$ cat config.mk
export PLATFORM = sky130hd
export DESIGN_NAME = fifo_rr_drain
export DESIGN_NICKNAME = d
export VERILOG_FILES = /design/src/rtl/fifo_rr_drain_pkg.sv /design/src/rtl/rr_pick.sv /design/src/rtl/fifo_rr_drain.sv
export SDC_FILE = /design/constraint.sdc
export NUM_CORES = 1
export LEC_CHECK = 0
export BUFFER_PORTS_ARGS = -buffer_cell sky130_fd_sc_hd__buf_2
export CAP_MARGIN = 15
export CORE_AREA = 2 2 140 142
export CTS_CLUSTER_DIAMETER = 120
export DETAILED_ROUTE_END_ITERATION = 7
export DIE_AREA = 0 0 142 144
export GPL_ROUTABILITY_DRIVEN = 0
export PLACE_DENSITY = 0.55
export SLEW_MARGIN = 5
export SYNTH_ARGS = -nofsm -noshare
export SYNTH_HDL_FRONTEND = slang
export SYNTH_HIERARCHICAL = 1
export SYNTH_SLANG_ARGS = --single-unit
$ cat constraint.sdc
create_clock -name clk -period 3.2 [get_ports clk]
set_input_delay 0.32 -clock clk [delete_from_list [all_inputs] [get_ports clk]]
set_output_delay 0.32 -clock clk [all_outputs]
set_load 0.01 [all_outputs]
$ cat src/rtl/fifo_rr_drain_pkg.sv
// Shared types and helpers for the round-robin FIFO drain scheduler.
package fifo_rr_drain_pkg;

    typedef enum logic [0:0] {
        StIdle = 1'b0,
        StXfer = 1'b1
    } state_e;

    // Ceiling log2; returns 0 for n <= 1.
    function automatic int unsigned clog2(input int unsigned n);
        int unsigned r;
        r = 0;
        while ((32'd1 << r) < n) begin
            r++;
        end
        return r;
    endfunction

    // Channel index width, at least one bit.
    function automatic int unsigned calc_cw(input int unsigned n);
        return (n <= 2) ? 1 : clog2(n);
    endfunction

endpackage

$ cat src/rtl/rr_pick.sv
// Rotate-priority encoder: first asserted request at or after ptr_i, wrapping.
module rr_pick import fifo_rr_drain_pkg::*; #(
    parameter int unsigned NCH = 4,
    parameter int unsigned CW  = calc_cw(NCH)
) (
    input  logic [NCH-1:0] req_i,
    input  logic [CW-1:0]  ptr_i,
    output logic           any_o,
    output logic [CW-1:0]  idx_o
);

    logic [CW-1:0] cand;

    // Scan offsets high to low so the smallest offset from ptr_i wins.
    always_comb begin
        any_o = 1'b0;
        idx_o = '0;
        cand  = '0;
        for (int k = NCH - 1; k >= 0; k--) begin
            cand = CW'((int'(ptr_i) + k) % int'(NCH));
            if (req_i[cand]) begin
                any_o = 1'b1;
                idx_o = cand;
            end
        end
    end

endmodule

$ cat src/rtl/fifo_rr_drain.sv
// Round-robin drain of NCH FWFT FIFOs into one registered valid/ready stream.
module fifo_rr_drain import fifo_rr_drain_pkg::*; #(
    parameter int unsigned NCH   = 4,
    parameter int unsigned DW    = 64,
    parameter int unsigned AW    = 5,
    parameter int unsigned BURST = 8,
    localparam int unsigned CW   = calc_cw(NCH)
) (
    input  logic                  clk,
    input  logic                  rst,
    input  logic [NCH-1:0]        ch_empty,
    input  logic [NCH*(AW+1)-1:0] ch_cntr,
    input  logic [NCH*DW-1:0]     ch_fwft_dout,
    output logic [NCH-1:0]        ch_rd,
    output logic [DW-1:0]         out_dout,
    output logic                  out_valid,
    input  logic                  out_ready,
    output logic                  out_last,
    output logic [CW-1:0]         out_ch,
    output logic                  busy
);

    localparam int unsigned CNTW = AW + 1;

    state_e          state_q, state_d;
    logic [CW-1:0]   grant_q, grant_d;
    logic [CW-1:0]   rr_ptr_q, rr_ptr_d;
    logic [CNTW-1:0] beat_cnt_q, beat_cnt_d;
    logic            out_valid_q, out_valid_d;
    logic            out_last_q, out_last_d;
    logic [CW-1:0]   out_ch_q, out_ch_d;
    logic [DW-1:0]   out_dout_q, out_dout_d;

    logic [CNTW-1:0] cntr_arr [NCH];
    logic [DW-1:0]   dout_arr [NCH];
    logic [NCH-1:0]  eligible;
    logic            pick_any;
    logic [CW-1:0]   pick_idx;
    logic            slot_free;
    logic            rd_en;
    logic            last_word;

    for (genvar i = 0; i < NCH; i++) begin : g_unpack
        assign cntr_arr[i] = ch_cntr[i*CNTW +: CNTW];
        assign dout_arr[i] = ch_fwft_dout[i*DW +: DW];
    end

    assign eligible  = ~ch_empty;
    assign slot_free = !out_valid_q || out_ready;
    // A burst ends on the BURST-th word or on the last word stored right now;
    // a concurrent write only becomes visible after this read.
    assign last_word = (beat_cnt_q == CNTW'(BURST - 1)) || (cntr_arr[grant_q] == CNTW'(1));

    rr_pick #(
        .NCH (NCH),
        .CW  (CW)
    ) u_pick (
        .req_i (eligible),
        .ptr_i (rr_ptr_q),
        .any_o (pick_any),
        .idx_o (pick_idx)
    );

    // Next-state: arbitration in IDLE, word transfer and output stage in XFER.
    always_comb begin
        state_d     = state_q;
        grant_d     = grant_q;
        rr_ptr_d    = rr_ptr_q;
        beat_cnt_d  = beat_cnt_q;
        out_valid_d = out_valid_q;
        out_last_d  = out_last_q;
        out_ch_d    = out_ch_q;
        out_dout_d  = out_dout_q;
        rd_en       = 1'b0;

        unique case (state_q)
            StIdle: begin
                if (pick_any) begin
                    grant_d    = pick_idx;
                    beat_cnt_d = '0;
                    state_d    = StXfer;
                end
            end
            StXfer: begin
                // Never read an empty FIFO: sc_fifo has no underflow guard.
                if (slot_free && !ch_empty[grant_q]) begin
                    rd_en       = 1'b1;
                    out_dout_d  = dout_arr[grant_q];
                    out_ch_d    = grant_q;
                    out_valid_d = 1'b1;
                    out_last_d  = last_word;
                    beat_cnt_d  = beat_cnt_q + CNTW'(1);
                    if (last_word) begin
                        state_d  = StIdle;
                        rr_ptr_d = (grant_q == CW'(NCH - 1)) ? '0 : grant_q + CW'(1);
                    end
                end
            end
        endcase

        if (!rd_en && out_ready) begin
            out_valid_d = 1'b0;
        end
    end

    // State and output registers with synchronous reset.
    always_ff @(posedge clk) begin
        if (rst) begin
            state_q     <= StIdle;
            grant_q     <= '0;
            rr_ptr_q    <= '0;
            beat_cnt_q  <= '0;
            out_valid_q <= 1'b0;
            out_last_q  <= 1'b0;
            out_ch_q    <= '0;
            out_dout_q  <= '0;
        end else begin
            state_q     <= state_d;
            grant_q     <= grant_d;
            rr_ptr_q    <= rr_ptr_d;
            beat_cnt_q  <= beat_cnt_d;
            out_valid_q <= out_valid_d;
            out_last_q  <= out_last_d;
            out_ch_q    <= out_ch_d;
            out_dout_q  <= out_dout_d;
        end
    end

    assign ch_rd     = rd_en ? (NCH'(1) << grant_q) : '0;
    assign out_dout  = out_dout_q;
    assign out_valid = out_valid_q;
    assign out_last  = out_last_q;
    assign out_ch    = out_ch_q;
    assign busy      = (state_q == StXfer);

endmodule
After elaboration in Yosys (flattened, before gate mapping)
Index checks and enable logic that the tools add are counted.
{"block": "word_totals", "regBits": 79, "out_inout_bits": 73}
{"block": "op_classes", "bitwise_logic": 3, "n_eq_ne": 5, "magnitude_cmp": 6, "addsub": 5, "n_reduce_logical": 12, "n_mux": 35, "shift": 1}
{"op": "64-bit binary-select mux with 2-bit select", "n": 1}
{"op": "64-bit 2-to-1 mux", "n": 2}
{"op": "6-bit 2-to-1 mux", "n": 4}
{"op": "2-bit by 3-bit < comparator with 1-bit output, second input constant", "n": 5}
{"op": "1-bit 2-to-1 mux", "n": 14}
{"op": "6-bit binary-select mux with 2-bit select", "n": 1}
{"op": "6-bit one-hot mux with 2 select lines", "n": 1}
{"op": "1-bit binary-select mux with 2-bit select", "n": 5}
{"op": "2-bit 2-to-1 mux", "n": 5}
{"op": "6-bit by 1-bit adder with 6-bit output, second input constant", "n": 1}
{"op": "6-bit by 1-bit == test with 1-bit output, second input constant", "n": 1}
{"op": "6-bit by 3-bit == test with 1-bit output, second input constant", "n": 1}
{"op": "2-bit AND reduction", "n": 3}
{"op": "2-bit by 1-bit adder with 2-bit output, second input constant", "n": 2}
{"op": "2-bit adder, second input constant", "n": 2}
{"op": "4-bit 2-to-1 mux", "n": 1}
{"op": "4-bit inverter", "n": 1}
{"op": "1-bit by 2-bit left shift with 4-bit output, first input constant", "n": 1}
{"op": "3-bit greater-or-equal comparator, second input constant", "n": 1}
{"op": "1-bit logical NOT", "n": 3}
{"op": "2-bit inverter with 3-bit output", "n": 1}
{"op": "3-bit AND reduction", "n": 1}
{"op": "2-bit == test, second input constant", "n": 1}
{"op": "1-bit logical AND", "n": 2}
{"op": "6 further kinds", "n": 7}

Longest topological paths before layout
Gate-level depths: netlist (run 1).
{"block": "depth", "word_depth": 9, "ltp_mapped": 8}

By module
Netlist (run 1), hierarchy kept.
{"module": "fifo_rr_drain", "area_each_um2": 4520.6, "cells_per_inst": 461, "seq_area_each_um2": 1581.5, "n_inst": 1}
{"module": "rr_pick", "area_each_um2": 77.6, "cells_per_inst": 13, "seq_area_each_um2": 0.0, "n_inst": 1}

Worst setup path before layout (run 1)
OpenSTA, ideal clock, no wires.
{"block": "synth_path", "path_kind": "reg-to-reg", "start": "register grant_q[0]", "end": "register rr_ptr_q[0]", "setup_ns": 0.123, "arrival_ns": 1.836, "setup_slack_ns": 1.241, "stages_incl_launch_ff": 6, "synth_period_minus_slack_ns": 1.959, "n_path_buf": 1, "required_ns": 3.077, "path_cell_list": "dfxtp_1 -> mux4_2 -> or3_1 -> buf_2 -> a41o_1 -> mux2_1"}
{"block": "synth_via", "elab_chain_cells": 7, "word_cells_on_any_way": 14, "cone_classes": "add/sub (1); eq/ne (2); mux (6); bitwise (1); reduce/logical (4)"}
{"item": "from (decl)", "line": "fifo_rr_drain.sv:26", "text": "logic [CW-1:0] grant_q, grant_d;"}
{"item": "from (signal assigned)", "line": "fifo_rr_drain.sv:119", "text": "grant_q <= grant_d;"}
{"item": "2-bit inverter with 3-bit output (implied by the code)", "line": "fifo_rr_drain.sv:52", "text": "assign last_word = (beat_cnt_q == CNTW'(BURST - 1)) || (cntr_arr[grant_q] == CNTW'(1));"}
{"item": "6-bit binary-select mux with 2-bit select", "line": "fifo_rr_drain.sv:52"}
{"item": "6-bit 2-to-1 mux (implied by the code) (2 in series)", "line": "fifo_rr_drain.sv:52"}
{"item": "6-bit by 1-bit == test with 1-bit output", "line": "fifo_rr_drain.sv:52"}
{"item": "1-bit logical OR", "line": "fifo_rr_drain.sv:52"}
{"item": "3-bit AND reduction (no source line)"}
{"item": "to (signal assigned)", "line": "fifo_rr_drain.sv:120", "text": "rr_ptr_q <= rr_ptr_d;"}
{"item": "to (decl)", "line": "fifo_rr_drain.sv:27", "text": "logic [CW-1:0] rr_ptr_q, rr_ptr_d;"}
Several ways; a longest one is shown, not always the timed one. The select of a mux whose other input is x is not followed.
A chain may end at the register's enable or synchronous reset.

Worst setup path after layout (run 1)
{"block": "layout_path", "start": "register grant_q[1]", "end": "output ch_rd[0]"}
{"block": "layout_via", "elab_chain_cells": 7, "word_cells_on_any_way": 8, "cone_classes": "shift (1); mux (5); reduce/logical (2)"}
{"item": "1-bit binary-select mux with 2-bit select", "line": "fifo_rr_drain.sv:86", "text": "if (slot_free && !ch_empty[grant_q]) begin"}
{"item": "1-bit 2-to-1 mux (implied by the code)", "line": "fifo_rr_drain.sv:86"}
{"item": "1-bit logical NOT", "line": "fifo_rr_drain.sv:86"}
{"item": "1-bit logical AND", "line": "fifo_rr_drain.sv:86"}
{"item": "1-bit 2-to-1 mux", "line": "fifo_rr_drain.sv:86"}
{"item": "1-bit 2-to-1 mux", "line": "fifo_rr_drain.sv:76", "text": "unique case (state_q)"}
{"item": "4-bit 2-to-1 mux *", "line": "fifo_rr_drain.sv:129", "text": "assign ch_rd = rd_en ? (NCH'(1) << grant_q) : '0;"}
{"item": "to (decl)", "line": "fifo_rr_drain.sv:14", "text": "output logic [NCH-1:0] ch_rd,"}
Every way passes the cells marked *; elsewhere a longest branch is shown, timed or not. The select of a mux whose other input is x is not followed.

==> results of run 1 <==
-- cell families (layout without fill, tap and decap cells) --
kind of cell / count (synthesis) / after routing
AOI/OAI and AO/OA: 79 / 79
DFF: 79 / 79
muxes: 68 / 68
xor gates and xnor gates: 3 / 3
buffers and inverters: 48 / 390
and+or+nand+nor: 192 / 192
adders and majority gates: 5 / 5
other: 0 / 1
-- registers in the layout, summed over array words and instances, names as in the netlist --
| signal | flops |
|---|---|
| beat_cnt_q | 6 |
| busy | 1 |
| grant_q | 2 |
| out_ch | 2 |
| out_dout | 64 |
| out_last | 1 |
| out_valid | 1 |
| rr_ptr_q | 2 |
-- worst reg2reg max path, stage by stage, from the launching register on --
cell and delay (ps):
dfxtp_4 380, buf_4 550, nand2_1 130, nor3_1 270, o21ai_1 140, a41o_1 270, mux2_1 310
-- power by group --
part | leakage [nW] | internal (W) | switching [W]
Combinational | 2.31 | 0.000327 | 0.000280
Clock | 0.151 | 0.000668 | 0.000408
Sequential | 0.646 | 0.00104 | 0.0000285
Total | 3.10 | 0.00204 | 0.000717
-- layout make-up --
type	count	area, um2
Antenna cell	1	2.50
Clock buffer	12	267
Clock inverter	4	51.3
Fill cell	1959	12200
Inverter	7	26.3
Multi-Input combinational cell	347	2820
Sequential cell	79	1590
Tap cell	238	298
Timing Repair Buffer	367	1870
-- placed cells by master (no fill, tap or decap), drive strengths merged --
cell type / synthesis / final
a31oi: 1 / 1
nand3b: 1 / 1
xor2: 3 / 3
dfxtp: 79 / 79
inv: 7 / 8
and2: 4 / 4
nand2: 141 / 141
nor4: 3 / 3
o2111ai: 1 / 1
or4: 1 / 1
clkinvlp: 0 / 2
diode: 0 / 1
nor2: 15 / 15
ha: 5 / 5
nand3: 3 / 3
mux2: 1 / 1
clkbuf: 25 / 12
mux2i: 2 / 2
or4b: 1 / 1
mux4: 65 / 65
a21oi: 72 / 72
a41oi: 1 / 1
a41o: 1 / 1
nor4b: 1 / 1
nor3b: 1 / 1
a211oi: 2 / 2
buf: 16 / 367
bufinv: 0 / 1
or3: 2 / 2
nor2b: 4 / 4
nand4: 2 / 2
and3: 1 / 1
nor3: 8 / 8
nand2b: 4 / 4
o21ai: 1 / 1
-- routing by layer --
layer	track usage [%]	share of wire [%]
met4	5.84	1.8
met3	2.91	6.7
met1	16.6	40
met2	27.4	52
met5	0	0
-- path summary, 6_finish.rpt --
check | to | slack [ps] | cells after the start
max | ch_rd[0] | 750 | 5
min | out_valid | 320 | 4
max reg2reg | rr_ptr_q[0] | 1030 | 6
min reg2reg | out_dout[58] | 450 | 2
-- per-stage QoR --
stage,utilization (%),cells,setup slack [ps],cell area [um2]
2_1_floorplan,-,474,1240,4600
3_3_place_gp,34.6,1038,1020,6610
3_5_place_dp,34.6,1038,985,6610
4_1_cts,36.3,1054,707,6920
5_1_grt,36.3,1054,592,6920
6_report,36.3,1055,749,6930
==> impl_metrics.tcl, run 1 <==
set metrics [dict create \
    status "finished, final reports clean" \
    yosysTopAreaCellShare_pct 34.4 \
    crit_fanout 70 \
    whs_ps 322 \
    end_kind "output pin" \
    setup_viol 0 \
    setup_tns_ps 0 \
    cts_tree "built" \
    clk_pin_slew_worst_paths_ps 60 \
    worstMarginPinSlew_ps 916 \
    power.density_nw_per_um2 397 \
    synthSimpleGateAreaFrac_pct 17.6 \
    required_ps 2880 \
    synthTopCellsByArea "dfxtp_1 34%, mux4_2 32%, nand2_1 12%, a21oi_1 7.8%, clkbuf_1 2.0%" \
    worstHoldStart "out_ready" \
    synth_common_cells "141 x nand2_1, 79 x dfxtp_1, 72 x a21oi_1, 65 x mux4_2, 25 x clkbuf_1" \
    synth.most_common_cell "nand2_1" \
    fp-row-count 51 \
    ys_seq_area_share_pct 34.4 \
    min_path_type "in -> reg" \
    cp_num_buf_inv 3 \
    synth_mux_area_share_pct 32.5 \
    hold_viol 0 \
    portBuffers 359 \
    io_pins 360 \
    synthAdderAreaFrac_pct 1.36 \
    netlist_instances 474 \
    p_leak_nw 3.10 \
    die_w_um 142 \
    cts_hold_buffers 0 \
    ir_worst_vdd_mv 0.216 \
    hpwl_mm 12.8 \
    numClockSinks 79 \
    slowest_stage "buf_4" \
    synth_nets 766 \
    cp_cell_sequence "buf_4 > inv_1 > ha_1 > and2_1 > buf_2" \
    ys_seq_elements 79 \
    netlist_area_um2 4600 \
    grt_pass1_vias 4769 \
    cts_buffers 9 \
    fin_nets 1103 \
    slowest_delay_ps 700 \
    cp.arrival_ps 2130 \
    fin_crit_sh_pct 76.6 \
    core_um2 19100 \
    start_kind "flop" \
    synth_xor_area_share_pct 0.571 \
    die_y_um 144 \
    wl_per_cell_um 15.2 \
    clk_path_buf_depth 2 \
    synth_enable_flop_cells 0 \
    area_growth_pct 50.6 \
    netlist-cell-type-count 34 \
    clockRootBuffer "clkbuf_16" \
    rsz0062_at_grt "no" \
    grt_overflow_total 0 \
    synth_ff_type "dfxtp_1" \
    ys_warn_count 6 \
    finalClockSkew_ps 5.85 \
    vias_per_cell 4.64 \
    grt_max_degree 71 \
    clk_latency_ps 340 \
    crit_start "grant_q[1]" \
    yosysTopAreaCell "dfxtp_1" \
    cap_violations 0 \
    grtUsageTotal_pct 14.8 \
    path_delay_family "buffers and inverters" \
    drt_pass1_iterations 4 \
    wl_mm 16.1 \
    ctsHtreeMaxLevel 3 \
    r2r_start "grant_q[0]" \
    slew_violations 0 \
    crit_type "reg -> out" \
    cts_resized 0 \
    remaining_drc_errors 0 \
    fmax_mhz 408 \
    final.min_clock_period_ps 2450 \
    routed-via-count 4892 \
    start_util_pct 24.1 \
    antenna_found_initial 0 \
    drt-initial-drc-count 186 \
    grt_first_pass_wirelength_mm 23.7 \
    drive_gt1_share_pct 55.8 \
    finalPower_w 0.00275 \
    synth_top_family_by_area "multiplexers" \
    avgSynthCellArea_um2 9.70 \
    postRouteAntennaNets 0 \
    synthArstFlopShare_pct 0 \
    synth_compound_area_share_pct 9.28 \
    postCtsSetupRepairBufs 0 \
    dieArea_um2 20400 \
    slew-limit-headroom_pct 39.0 \
]
Note: power is estimated with default switching activity, not from simulation.
==> inputs of run 2 (changes only) <==
--- a/config.mk
+++ b/config.mk
@@ -7,10 +7,10 @@
 export LEC_CHECK = 0
 export BUFFER_PORTS_ARGS = -buffer_cell sky130_fd_sc_hd__buf_2
 export CAP_MARGIN = 15
-export CORE_AREA = 2 2 140 142
+export CORE_AREA = 2 2 139 141
 export CTS_CLUSTER_DIAMETER = 120
 export DETAILED_ROUTE_END_ITERATION = 7
-export DIE_AREA = 0 0 142 144
+export DIE_AREA = 0 0 141 143
 export GPL_ROUTABILITY_DRIVEN = 0
 export PLACE_DENSITY = 0.55
 export SLEW_MARGIN = 5
==> constraint.sdc (replaced) <==
create_clock -name clk -period 2.5 [get_ports clk]
set_input_delay 0.25 -clock clk [delete_from_list [all_inputs] [get_ports clk]]
set_output_delay 0.25 -clock clk [all_outputs]
set_load 0.01 [all_outputs]
==> impl_metrics.tcl, run 2 (same netlist as run 1, synthesis figures left out) <==
set metrics [dict create \
    whs_endpoint "beat_cnt_q[1]" \
    portBuffers 359 \
    cp.arrival_ps 1970 \
    multiInputGateArea_um2 2820 \
    hpwl_mm 13.0 \
    diodes 0 \
    fin_nets 1105 \
    cts_hold_buffers 0 \
    ctsHtreeMaxLevel 3 \
    setup_tns_ps 0 \
    cp_num_buf_inv 2 \
    crit_fanout 12 \
    reg2reg_depth 4 \
    rsz0062_at_grt "no" \
    slowest_stage "mux4_2" \
    die_w_um 141 \
    vias_per_cell 4.60 \
    routed-via-count 4835 \
    ir_worst_vdd_mv 0.317 \
    final_core_util_pct 37.4 \
    hold_viol 0 \
    setup_viol 0 \
    fin_crit_sh_pct 88.8 \
    cts_resized 0 \
    fp-row-count 50 \
    r2r_end "rr_ptr_q[0]" \
    design_area_um2 6940 \
    dieArea_um2 20200 \
    cts_buffers 9 \
    grt_first_pass_wirelength_mm 24.6 \
    slew-limit-headroom_pct 58.6 \
    drt_pass1_iterations 5 \
    power.density_nw_per_um2 510 \
    drt-initial-drc-count 109 \
    fmax_mhz 451 \
    clk_path_buf_depth 2 \
    grt_pass1_vias 4797 \
    status "finished, final reports clean" \
    r2r_start "grant_q[0]" \
    path_delay_family "multiplexers" \
    grt_overflow_total 0 \
    slew_violations 0 \
    clk_pin_slew_worst_paths_ps 60 \
    finalClockSkew_ps 8.95 \
    grt_max_degree 76 \
    reg2reg_slack_ps 400 \
    largest_register_ffs 64 \
    remaining_drc_errors 0 \
    antenna_found_initial 0 \
    clockRootBuffer "clkbuf_16" \
    area_growth_pct 50.9 \
    numClockSinks 79 \
    postRouteAntennaNets 0 \
    die_y_um 143 \
    worstMarginPinSlew_ps 619 \
    drive_gt1_share_pct 55.8 \
    final.min_clock_period_ps 2220 \
    core_um2 18600 \
    wl_per_cell_um 15.4 \
    end_kind "output pin" \
    cap_violations 0 \
    start_util_pct 24.7 \
    start_kind "flop" \
    crit_type "reg -> out" \
    fillCellCount 1932 \
    cp_cell_sequence "mux4_2 > nor3_2 > buf_4 > and2_1 > buf_2" \
    cts_tree "built" \
    grtUsageTotal_pct 15.6 \
    min_path_type "in -> reg" \
    postCtsSetupRepairBufs 0 \
    crit_start "grant_q[0]" \
    clk_latency_ps 340 \
    io_pins 360 \
    min_path_cells 2 \
    worstHoldStart "rst" \
    wl_mm 16.2 \
    place_area_um2 6630 \
    register_area_um2 1590 \
    final_common_cell "buf_2" \
    mostFrequentLayoutCells "359 x buf_2, 141 x nand2_1, 77 x dfxtp_1" \
    p_leak_nw 3.12 \
    required_ps 2250 \
    slowest_delay_ps 510 \
]
-- run 2: area by class of cell --
class                   instances  share of cell area (%)
repair buffers                369                    27.3
multi-input cells             347                    40.7
well taps                     234                    4.22
inverters                       7                   0.379
clock buffers                   9                    3.24
clock inverters                 6                    1.24
flip-flops and latches         79                    22.9
-- run 2: per-stage QoR --
step,hold WS [ps],total power (W),setup WS (ps),std cells
final,239,0.00354,281,1051
after global routing,252,0.00375,162,1051
after CTS,234,0.00362,254,1051
after detailed placement,444,0.00219,384,1036
after global placement,439,0.00218,397,1036
after floorplan,470,0.00181,541,474
-- run 2: routing by layer --
metal	GRT usage (%)	wire length (um)	vias to the layer above	share of wire, %
li1	-	-	2387	-
met1	18.2	6470	2219	40
met2	28.5	8450	215	52
met3	3.59	1060	14	6.5
met4	4.53	221	0	1.4
met5	0	0	-	0
-- run 2: worst max-delay path by stage --
stage	to	slack, ps	cells after the start
final	ch_rd[0]	280	5
after global routing	ch_rd[0]	160	5
after CTS	ch_rd[0]	250	5
after detailed placement	rr_ptr_q[0]	380	4
after global placement	rr_ptr_q[0]	400	4
after floorplan	rr_ptr_q[0]	540	5
-- run 2: power by group --
part / leakage, nW / internal, W / switching [W]
sequential: 0.646 / 0.00133 / 0.0000350
combinational: 2.32 / 0.000423 / 0.000362
clock: 0.151 / 0.000867 / 0.000524
==> inputs of run 3 (changes only) <==
--- a/config.mk
+++ b/config.mk
@@ -8,7 +8,7 @@
 export BUFFER_PORTS_ARGS = -buffer_cell sky130_fd_sc_hd__buf_2
 export CAP_MARGIN = 15
 export CORE_AREA = 2 2 139 141
-export CTS_CLUSTER_DIAMETER = 120
+export CTS_CLUSTER_DIAMETER = 150
 export DETAILED_ROUTE_END_ITERATION = 7
 export DIE_AREA = 0 0 141 143
 export GPL_ROUTABILITY_DRIVEN = 0
==> constraint.sdc (replaced) <==
create_clock -name clk -period 2.4 [get_ports clk]
set_input_delay 0.24 -clock clk [delete_from_list [all_inputs] [get_ports clk]]
set_output_delay 0.24 -clock clk [all_outputs]
set_load 0.01 [all_outputs]
==> impl_metrics.tcl, run 3 (same netlist as run 1, synthesis figures left out) <==
set metrics [dict create \
    status "finished, final reports clean" \
    die_w_um 141 \
    hold_viol 0 \
    portBuffers 359 \
    remaining_drc_errors 0 \
    cts_tree "built" \
    p_leak_nw 3.13 \
    grt_first_pass_wirelength_mm 24.0 \
    slew_violations 0 \
    antenna_found_initial 0 \
    fillCellCount 1900 \
    core_um2 18600 \
    rsz0062_at_grt "no" \
    worstMarginPinSlew_ps 628 \
    ir_worst_vdd_mv 0.302 \
    setup_viol 0 \
    fin_nets 1105 \
    setup_tns_ps 0 \
    slowest_stage "mux4_2" \
    cts_resized 0 \
    cap_violations 0 \
    grt_pass1_vias 4733 \
    grt_overflow_total 0 \
    cp.arrival_ps 1930 \
    final.min_clock_period_ps 2170 \
    crit_type "reg -> out" \
    design_area_um2 6980 \
    largest_register_ffs 64 \
    grtUsageTotal_pct 15.2 \
    fmax_mhz 461 \
    start_kind "flop" \
    hpwl_mm 12.8 \
    ctsHtreeMaxLevel 3 \
    cts_hold_buffers 0 \
    place_area_um2 6650 \
    mostFrequentLayoutCells "359 x buf_2, 141 x nand2_1, 77 x dfxtp_1" \
    clk_pin_slew_worst_paths_ps 60 \
    path_delay_family "multiplexers" \
    die_y_um 143 \
    postRouteAntennaNets 0 \
    drt_pass1_iterations 4 \
    postCtsSetupRepairBufs 0 \
    clockRootBuffer "clkbuf_16" \
    wl_mm 16.0 \
    numClockSinks 79 \
    clk_path_buf_depth 2 \
    finalClockSkew_ps 8.05 \
    crit_fanout 8 \
    drive_gt1_share_pct 55.7 \
    final_common_cell "buf_2" \
    cts_buffers 9 \
    wl_per_cell_um 15.2 \
    io_pins 360 \
    clk_latency_ps 340 \
    slowest_delay_ps 510 \
    drt-initial-drc-count 146 \
    area_growth_pct 51.7 \
    fp-row-count 50 \
    slew-limit-headroom_pct 58.0 \
    grt_max_degree 76 \
    end_kind "output pin" \
    finalPower_w 0.00373 \
    vias_per_cell 4.63 \
    routed-via-count 4876 \
    fin_crit_sh_pct 90.3 \
    dieArea_um2 20200 \
    min_path_type "in -> reg" \
    cp_cell_sequence "mux4_2 > nor3_2 > buf_4 > and2_1 > buf_2" \
    power.density_nw_per_um2 535 \
    start_util_pct 24.7 \
    cp_num_buf_inv 2 \
    required_ps 2160 \
    diodes 0 \
    reg2reg_slack_ps 290 \
]
==> run 3: cell types whose count changed in the layout (fill, tap and decap cells not counted) <==
cell | previous run | this run
clkbuf_1 | 0 | 1
clkinv_4 | 1 | 2
clkinv_2 | 2 | 0
buf_12 | 2 | 4
inv_6 | 0 | 1
buf_4 | 8 | 6
==> run 3: cell type report <==
| type | instances | area [um2] | area share, % |
|---|---|---|---|
| Tap cell | 234 | 293 | 4.20 |
| Inverter | 7 | 26.3 | 0.377 |
| Sequential cell | 79 | 1590 | 22.8 |
| Clock inverter | 6 | 93.8 | 1.35 |
| Clock buffer | 10 | 229 | 3.28 |
| Timing Repair Buffer | 369 | 1920 | 27.5 |
| Multi-Input combinational cell | 347 | 2820 | 40.5 |
==> run 3: metal layers <==
layer / vias to the layer above / GRT usage [%] / routed length (um)
li1: 2385 / - / -
met1: 2256 / 17.2 / 6420
met2: 220 / 28.7 / 8390
met3: 15 / 3.45 / 1030
met4: 0 / 4.16 / 184
met5: - / 0 / 0
==> run 3: worst paths after layout <==
kind,startpoint,end,depth (start not counted)
max,grant_q[0],ch_rd[0],5
min,rst,beat_cnt_q[0],2
max reg2reg,grant_q[0],rr_ptr_q[0],4
min reg2reg,out_dout[51],out_dout[51],2
==> run 3: metrics by stage <==
| step | cells | hold slack [ps] | setup slack (ps) | util [%] |
|---|---|---|---|---|
| global placement | 1036 | 439 | 307 | 35.8 |
| detailed placement | 1036 | 444 | 285 | 35.8 |
| floorplan | 474 | 460 | 441 | - |
| global route | 1052 | 267 | 96.6 | 37.5 |
| finish | 1052 | 264 | 233 | 37.5 |
| CTS | 1052 | 254 | 203 | 37.5 |
==> run 3: where the power goes <==
group | switching [W] | leakage (nW) | internal (W)
sequential | 0.0000364 | 0.646 | 0.00139
combinational | 0.000375 | 2.33 | 0.000446
clock | 0.000568 | 0.153 | 0.000919
total | 0.000980 | 3.13 | 0.00275
